==> config.mk <==
export PLATFORM = sky130hd
export DESIGN_NAME = dsp_mac_slice_mc
export DESIGN_NICKNAME = d
export VERILOG_FILES = /design/src/rtl/dsp_mac_slice_mc.sv
export SDC_FILE = /design/constraint.sdc
export NUM_CORES = 2
export LEC_CHECK = 0
export CORE_UTILIZATION = 40
export CTS_CLUSTER_SIZE = 12
export DETAILED_ROUTE_END_ITERATION = 8
export SYNTH_ARGS = -nofsm -noshare
export SYNTH_HDL_FRONTEND = slang
export SYNTH_SLANG_ARGS = --single-unit
export TNS_END_PERCENT = 50
==> constraint.sdc <==
create_clock -name clk -period 9.05 [get_ports clk]
set_input_delay 2.2625 -clock clk [delete_from_list [all_inputs] [get_ports clk]]
set_output_delay 2.2625 -clock clk [all_outputs]
set_load 0.005 [all_outputs]
==> src/rtl/dsp_mac_slice_mc.sv <==
// Three-stage pre-add / multiply / post-add MAC slice with NCH time-multiplexed
// accumulators, optional saturation and pattern detect.
module dsp_mac_slice_mc #(
  parameter int            AW         = 18,
  parameter int            BW         = 18,
  parameter int            CW         = 48,
  parameter int            PW         = 48,
  parameter int            NCH        = 4,
  parameter bit            SATURATE   = 1'b0,
  parameter                CARRYINSEL = "OPMODE5",
  parameter logic [PW-1:0] PATTERN    = '0,
  parameter logic [PW-1:0] MASK       = '0,
  localparam int           CHW        = (NCH > 1) ? $clog2(NCH) : 1
) (
  input  logic                 clk,
  input  logic                 rst_n,
  input  logic                 ce,
  input  logic                 in_valid,
  input  logic [CHW-1:0]       ch,
  input  logic signed [AW-1:0] a,
  input  logic signed [BW-1:0] b,
  input  logic signed [AW-1:0] d,
  input  logic signed [CW-1:0] c,
  input  logic                 carryin,
  input  logic [7:0]           opmode,
  input  logic signed [PW-1:0] pcin,
  output logic                 out_valid,
  output logic [CHW-1:0]       ch_out,
  output logic [PW-1:0]        p,
  output logic [PW-1:0]        pcout,
  output logic [AW+BW-1:0]     m,
  output logic                 carryout,
  output logic                 overflow,
  output logic                 pattern_det
);

  localparam bit CIN_EXT = (CARRYINSEL == "CARRYIN");

  logic                 v1_q, cy1_q;
  logic [CHW-1:0]       ch1_q;
  logic signed [AW-1:0] a1_q, d1_q;
  logic signed [BW-1:0] b1_q;
  logic signed [CW-1:0] c1_q;
  logic [7:0]           op1_q;

  always_ff @(posedge clk or negedge rst_n) begin
    if (!rst_n) begin
      v1_q  <= 1'b0;
      cy1_q <= 1'b0;
      ch1_q <= '0;
      a1_q  <= '0;
      b1_q  <= '0;
      d1_q  <= '0;
      c1_q  <= '0;
      op1_q <= '0;
    end else if (ce) begin
      v1_q  <= in_valid;
      cy1_q <= carryin;
      ch1_q <= ch;
      a1_q  <= a;
      b1_q  <= b;
      d1_q  <= d;
      c1_q  <= c;
      op1_q <= opmode;
    end
  end

  logic signed [BW-1:0]    pre_d;
  logic signed [AW+BW-1:0] m_d;
  logic                    cin_d;

  always_comb begin
    pre_d = b1_q;
    if (op1_q[4]) pre_d = op1_q[6] ? (BW'(d1_q) - b1_q) : (BW'(d1_q) + b1_q);
  end

  assign m_d   = (AW+BW)'(a1_q) * (AW+BW)'(pre_d);
  assign cin_d = CIN_EXT ? cy1_q : op1_q[5];

  logic                    v2_q, cin2_q, sub2_q;
  logic [CHW-1:0]          ch2_q;
  logic signed [AW-1:0]    a2_q, d2_q;
  logic signed [BW-1:0]    b2_q;
  logic signed [CW-1:0]    c2_q;
  logic [1:0]              xsel2_q, zsel2_q;
  logic signed [AW+BW-1:0] m_q;

  // Datapath registers only load for valid samples so m keeps the last real product.
  always_ff @(posedge clk or negedge rst_n) begin
    if (!rst_n) begin
      v2_q    <= 1'b0;
      cin2_q  <= 1'b0;
      sub2_q  <= 1'b0;
      ch2_q   <= '0;
      a2_q    <= '0;
      b2_q    <= '0;
      d2_q    <= '0;
      c2_q    <= '0;
      xsel2_q <= '0;
      zsel2_q <= '0;
      m_q     <= '0;
    end else if (ce) begin
      v2_q <= v1_q;
      if (v1_q) begin
        cin2_q  <= cin_d;
        sub2_q  <= op1_q[7];
        ch2_q   <= ch1_q;
        a2_q    <= a1_q;
        b2_q    <= b1_q;
        d2_q    <= d1_q;
        c2_q    <= c1_q;
        xsel2_q <= op1_q[1:0];
        zsel2_q <= op1_q[3:2];
        m_q     <= m_d;
      end
    end
  end

  logic [PW-1:0]        acc_q [NCH];
  logic [PW-1:0]        acc_rd;
  logic signed [PW-1:0] x_d, z_d;
  logic signed [PW+1:0] t_d;
  logic [PW-1:0]        res_d;
  logic                 ovf_d, carry_d, pd_d;

  // Out-of-range channels match no entry and read as zero.
  always_comb begin
    acc_rd = '0;
    for (int i = 0; i < NCH; i++) begin
      if (ch2_q == CHW'(i)) acc_rd = acc_q[i];
    end
  end

  always_comb begin
    x_d = '0;
    case (xsel2_q)
      2'b01:   x_d = PW'(m_q);
      2'b10:   x_d = acc_rd;
      2'b11:   x_d = PW'({d2_q, a2_q, b2_q});
      default: x_d = '0;
    endcase
    z_d = '0;
    case (zsel2_q)
      2'b01:   z_d = pcin;
      2'b10:   z_d = acc_rd;
      2'b11:   z_d = PW'(c2_q);
      default: z_d = '0;
    endcase
  end

  assign t_d = sub2_q
    ? ((PW+2)'(z_d) - ((PW+2)'(x_d) + $signed({{(PW+1){1'b0}}, cin2_q})))
    : ((PW+2)'(z_d) + (PW+2)'(x_d) + $signed({{(PW+1){1'b0}}, cin2_q}));

  // The unsigned PW+1 bit sum differs from the signed one only by the operand sign weights.
  assign carry_d = t_d[PW] ^ z_d[PW-1] ^ x_d[PW-1];
  assign ovf_d   = !((t_d[PW+1] == t_d[PW]) && (t_d[PW] == t_d[PW-1]));

  always_comb begin
    res_d = t_d[PW-1:0];
    if (SATURATE && ovf_d) res_d = t_d[PW+1] ? {1'b1, {(PW-1){1'b0}}} : {1'b0, {(PW-1){1'b1}}};
  end

  assign pd_d = (((res_d ^ PATTERN) & ~MASK) == '0);

  logic                 out_valid_q, carry_q, ovf_q, pd_q;
  logic [CHW-1:0]       ch_out_q;
  logic [PW-1:0]        p_q;

  always_ff @(posedge clk or negedge rst_n) begin
    if (!rst_n) begin
      out_valid_q <= 1'b0;
      carry_q     <= 1'b0;
      ovf_q       <= 1'b0;
      pd_q        <= 1'b0;
      ch_out_q    <= '0;
      p_q         <= '0;
      for (int i = 0; i < NCH; i++) acc_q[i] <= '0;
    end else if (ce) begin
      out_valid_q <= v2_q;
      if (v2_q) begin
        carry_q  <= carry_d;
        ovf_q    <= ovf_d;
        pd_q     <= pd_d;
        ch_out_q <= ch2_q;
        p_q      <= res_d;
        for (int i = 0; i < NCH; i++) begin
          if (ch2_q == CHW'(i)) acc_q[i] <= res_d;
        end
      end
    end
  end

  assign out_valid   = out_valid_q;
  assign ch_out      = ch_out_q;
  assign p           = p_q;
  assign pcout       = p_q;
  assign m           = m_q;
  assign carryout    = carry_q;
  assign overflow    = ovf_q;
  assign pattern_det = pd_q;

endmodule

# [Yosys cells after proc, flatten, opt, wreduce, memory -nomap -nowiden]
# Cells that the tools add are included.
[word_totals] reg_bits=500 input_bits=165 output_inout_bits=138 elab_cells=67
[classes] add_sub_neg=6 multipliers=1 eq_ne=11 muxes=9 n_bitwise=2 reduce_logical=10
[ops] op="$pmux W48 S3" count=2
[ops] op="$mux W48" count=4
[ops] op="$add A49 B2 Y50" count=1
[ops] op="$mux W50" count=1
[ops] op="$sub A48 B49 Y50" count=1
[ops] op="$add A48 B2 Y49" count=1
[ops] op="$add A48 B48 Y49" count=1
[ops] op="$logic_not A48 Y1" count=1
[ops] op="$mul A18 B18 Y36" count=1
[ops] op="$mux W18" count=2
[ops] op="$add A18 B18 Y18" count=1
[ops] op="$sub A18 B18 Y18" count=1
[ops] op="$eq A2 B2 Y1 const B" count=6
[ops] op="$reduce_and A3 Y1" count=4
[ops] op="$eq A2 B1 Y1 const B" count=3
[ops] op="$reduce_and A2 Y1" count=2
[ops] op="$eq A1 B1 Y1" count=2
[ops] op="$logic_not A2 Y1" count=1
[ops] op="$xor A1 B1 Y1" count=2
[ops] op="$logic_and A1 B1 Y1" count=1
[ops] op="$logic_not A1 Y1" count=1

# [Logic depth before layout (Yosys ltp)]
[logic_depth] word_depth=12 mapped_depth=44 ltp_nobuf=43

# [Least setup slack after synthesis]
# Ideal clock, no wire load.
[synth_timing] path_type="reg-to-reg" start="register op1_q[6]" end="register m_q[35] (netlist: m[35])" setup_time_ps=138 arrival_ps=9293 t_required_ps=8912 path_slack_ps=-381 path_stages_with_launch=43 n_path_buf=3 period_less_slack_ps=9431 path_cell_list="dfrtp_1 clkbuf_1 buf_1 nor2_1 xnor2_1 ha_1 nor2b_1 o21ai_0 a21boi_0 o21ai_0 a21boi_0 o21ai_0 a21boi_0 o31ai_1 nand2b_1 a21oi_1 xnor2_1 mux2_2 [7 not listed] fa_1 inv_1 fa_1 inv_1 ha_1 a21o_1 a21o_1 a21oi_1 o21ai_0 a21o_1 a21o_1 nor4_1 nor3_1 a41o_1 or4_1 a31oi_1 xnor2_1 o21ai_0"
[synth_between] elab_chain_cells=3
[synth_rtl] element="start: declaration" line_no="44" rtl="logic [7:0] op1_q;"
[synth_rtl] element="start signal: assignment" line_no="64" rtl="op1_q <= opmode;"
[synth_rtl] element="$mux W18 (2 in series)" line_no="74" rtl="if (op1_q[4]) pre_d = op1_q[6] ? (BW'(d1_q) - b1_q) : (BW'(d1_q) + b1_q);"
[synth_rtl] element="$mul A18 B18 Y36" line_no="77" rtl="assign m_d = (AW+BW)'(a1_q) * (AW+BW)'(pre_d);"
[synth_rtl] element="end signal: assignment" line_no="114" rtl="m_q <= m_d;"
[synth_rtl] element="end: declaration" line_no="86" rtl="logic signed [AW+BW-1:0] m_q;"
# Every way passes these cells.
# A chain may end at the register's enable or synchronous reset.

# [Final worst setup path]
[layout_timing] start="register b1_q[0]" end="register m_q[35] (netlist: m[35])"
[layout_between] elab_chain_cells=4 elab_cells_between_ends=5 classes_between="2 x add/sub; 1 x mul; 2 x mux"
[layout_rtl] element="start: declaration" line_no="42" rtl="logic signed [BW-1:0] b1_q;"
[layout_rtl] element="start signal: assignment" line_no="52" rtl="b1_q <= '0;"
[layout_rtl] element="start signal: assignment" line_no="61" rtl="b1_q <= b;"
[layout_rtl] element="$add A18 B18 Y18 or $sub A18 B18 Y18 (tied branches)" line_no="74"
[layout_rtl] element="$mux W18" line_no="74"
[layout_rtl] element="$mux W18 (*)" line_no="74"
[layout_rtl] element="$mul A18 B18 Y36 (*)" line_no="77"
# Every way passes the cells marked *; elsewhere a longest branch is shown, timed or not.

==> metrics.yaml <==
timing:
  max_freq_mhz: 106
  fin_crit_ps: 9450
  finalSetupViolations: 9
  finalWorstSetupSlack_ps: -405
  worst_pin_slew_ps: 1070
  fin_skew_ps: 33.7
  hold_violations: 0
  period_share_pct: 104
  maxSlewViolCount: 0
  max_slew_margin_pct: 28.6
  rsz0062_at_grt: "yes"
die:
  die_h_um: 326
  dieWidth_um: 326
  ios: 303
  die_area_sq_mm: 0.106
  start_util_pct: 40.4
  rows: 118
  core-area_sq_mm: 0.104
synthesis:
  synthFlopType: "dfrtp_1"
  synth_area_leaders: "dfrtp_1 (30%), fa_1 (16%), mux2_2 (8.4%)"
  syn_nets: 5102
  synth_cells: 4353
  synth-simple-area-share_pct: 12.1
  ys_seq_area_share_pct: 29.9
  synth_fa_ha_area_share_pct: 23.4
  synth.most_common_cell: "nand2_1"
  synth.distinct_cells: 91
  syn-cell-area_sq_mm: 0.0419
  synth_commonest_cells: "nand2_1 (603), inv_1 (533), dfrtp_1 (500), o21ai_0 (357), fa_1 (335)"
  synth-edff-count: 0
  avgSynthCellArea_sq_um: 9.63
  synth.area.mux_share_pct: 11.6
  synth.largest_area_cell: "dfrtp_1"
  synth-xor-area-share_pct: 2.80
  async_flop_share_pct: 100
  ys_ff_latch: 500
  synth_compound_area_share_pct: 12.6
  synth_top_family_by_area: "adder cells"
  synth_warnings: 0
  synthDominantCellAreaShare_pct: 29.9
cts:
  clk_latency_ps: 680
  clk_pin_slew_ps: 60
  h-tree-depth: 2
  cts.sinks: 500
  cts_hold_buf: 0
  cts_tree: "done"
  cts_root_buffer: "clkbuf_16"
  numCtsBuffers: 60
  clk_path_buf_depth: 3
drt:
  drtIter0Drc: 1991
  ant_nets: 0
  firstDrtPassIters: 5
  wl_per_cell_um: 20.3
  drc: 0
  vias: 32200
  vias_per_cell: 5.27
  wl_um: 124000
grt:
  overflow: 0
  grt_pass1_wl_um: 196000
  grt.total_usage_pct: 23.6
  grt_antenna_before_repair: 2
  grt_max_degree: 158
  grt_pass1_vias: 33300
hold_path:
  hold_path_class: "reg2reg"
  hp-start: "acc_q[108]$_DFFE_PN0P_"
  min_delay_path_depth: 2
  holdPathEnd: "acc_q[108]$_DFFE_PN0P_"
worst_setup_path:
  critPathSlowestCell: "fa_1"
  critical_path_depth: 44
  r2r_slack_ps: -400
  critical_path_required_ps: 9560
  crit_path_start_kind: "flop"
  arrival_ps: 9960
  reg2reg_from: "b1_q[0]$_DFFE_PN0P_"
  crit_fanout: 5
  worstSetupPathType: "reg2reg"
  reg2reg_depth: 44
  rr_endpoint: "m[35]$_DFFE_PN0P_"
  critPathBufInv: 8
  crit_top_cell: "fa_1"
  slowest_delay_ps: 570
  endpoint_kind: "flop"
  crit_family: "adder cells"
placement:
  hpwl_um: 95600
  portBuffers: 301
  gp_congestion: 0.929
final_layout:
  fill_cells: 9894
  layout.nets: 5439
  syn_to_final_growth_pct: 19.0
  drive_gt1_share_pct: 17.2
  final_core_util_pct: 48.1
status:
  failed_checks: "setup timing"
  status: "finished with violations"
job:
  maxCapViolCount: 0
-- worst reg2reg max path, delay by kind of cell (launching register included) --
family                   cells  cell delay, ps
multiplexers                 1             280
buffers and inverters        8             840
adder cells (fa/ha/maj)      9            3560
XOR/XNOR                     3             460
AO/OA/AOI/OAI               17            2790
AND/OR/NAND/NOR              6             970
flip-flops                   1             400
-- through the flow --
step	worst slack (ps)	hold WS [ps]	area (sq um)	instances	setup TNS (ps)
after floorplan	-51.3	441	42000	4353	-51.3
after global placement	-847	457	47200	5978	-5420
after detailed placement	-877	464	47200	5978	-6620
after CTS	-385	478	49600	6110	-1500
after global routing	-812	496	49900	6118	-7210
final	-405	475	49900	6119	-1950
-- cell usage in the layout (no fill, tap or decap), types with 105 or more instances in the layout --
master and n:
dfrtp_1 493, buf_4 227, o21ai_0 343, mux2_2 309, inv_1 521, a21oi_1 119, ha_1 242, clkdlybuf4s50_1 299
nor2_1 133, fa_1 325, and2_1 105, nand2_1 598
-- state kept, by name, summed over array words and instances, names as in the netlist, 36 cells and up --
register and cells:
acc_q 192, p 48, c2_q 48, m 36, c1_q 48
-- how the worst max path moves through the flow --
stage                         from           endpoint  slack (ps)
6_report       b1_q[0]$_DFFE_PN0P_  m[35]$_DFFE_PN0P_        -400
3_5_place_dp   b1_q[0]$_DFFE_PN0P_  m[35]$_DFFE_PN0P_        -880
5_1_grt        b1_q[0]$_DFFE_PN0P_  m[35]$_DFFE_PN0P_        -810
3_3_place_gp   b1_q[0]$_DFFE_PN0P_  m[35]$_DFFE_PN0P_        -850
4_1_cts        b1_q[0]$_DFFE_PN0P_  m[32]$_DFFE_PN0P_        -380
2_1_floorplan  b1_q[0]$_DFFE_PN0P_  m[35]$_DFFE_PN0P_         -50
-- timing repair --
item / in CTS / in global routing
pin swaps: 50 / 57
endpoints found under the setup margin: 15 / 16
endpoints found under the hold margin: 0 / 0
setup buffers: 22 / 8
gates resized for setup: 74 / 42
-- kinds of logic after synthesis --
kind of cell | after synthesis
buf+inv | 804
mux | 386
flops | 500
compound gates | 837
xor+xnor | 134
simple gates | 1108
fa+ha+maj | 584
-- final cells by class --
| cell class | count | area, sq um | share of cell area [%] |
|---|---|---|---|
| Sequential cell | 500 | 12500 | 25.1 |
| Multi-Input combinational cell | 3049 | 26600 | 53.4 |
| Tap cell | 1380 | 1730 | 3.46 |
| Clock inverter | 26 | 310 | 0.622 |
| Inverter | 536 | 2010 | 4.03 |
| Clock buffer | 84 | 1720 | 3.45 |
| Timing Repair Buffer | 543 | 4940 | 9.91 |
| Antenna cell | 1 | 2.50 | 0.00502 |
-- routing by layer --
metal | vias up | track usage (%) | share of wire (%)
met5 | - | 0 | 0.010
met4 | 2 | 5.39 | 2.1
met3 | 129 | 2.51 | 4.5
met2 | 695 | 39.8 | 48
met1 | 16300 | 32.7 | 45
li1 | 15200 | - | -
Power is not shown: default switching activity piles up to over one toggle a cycle in this logic, so the estimate is an artifact.
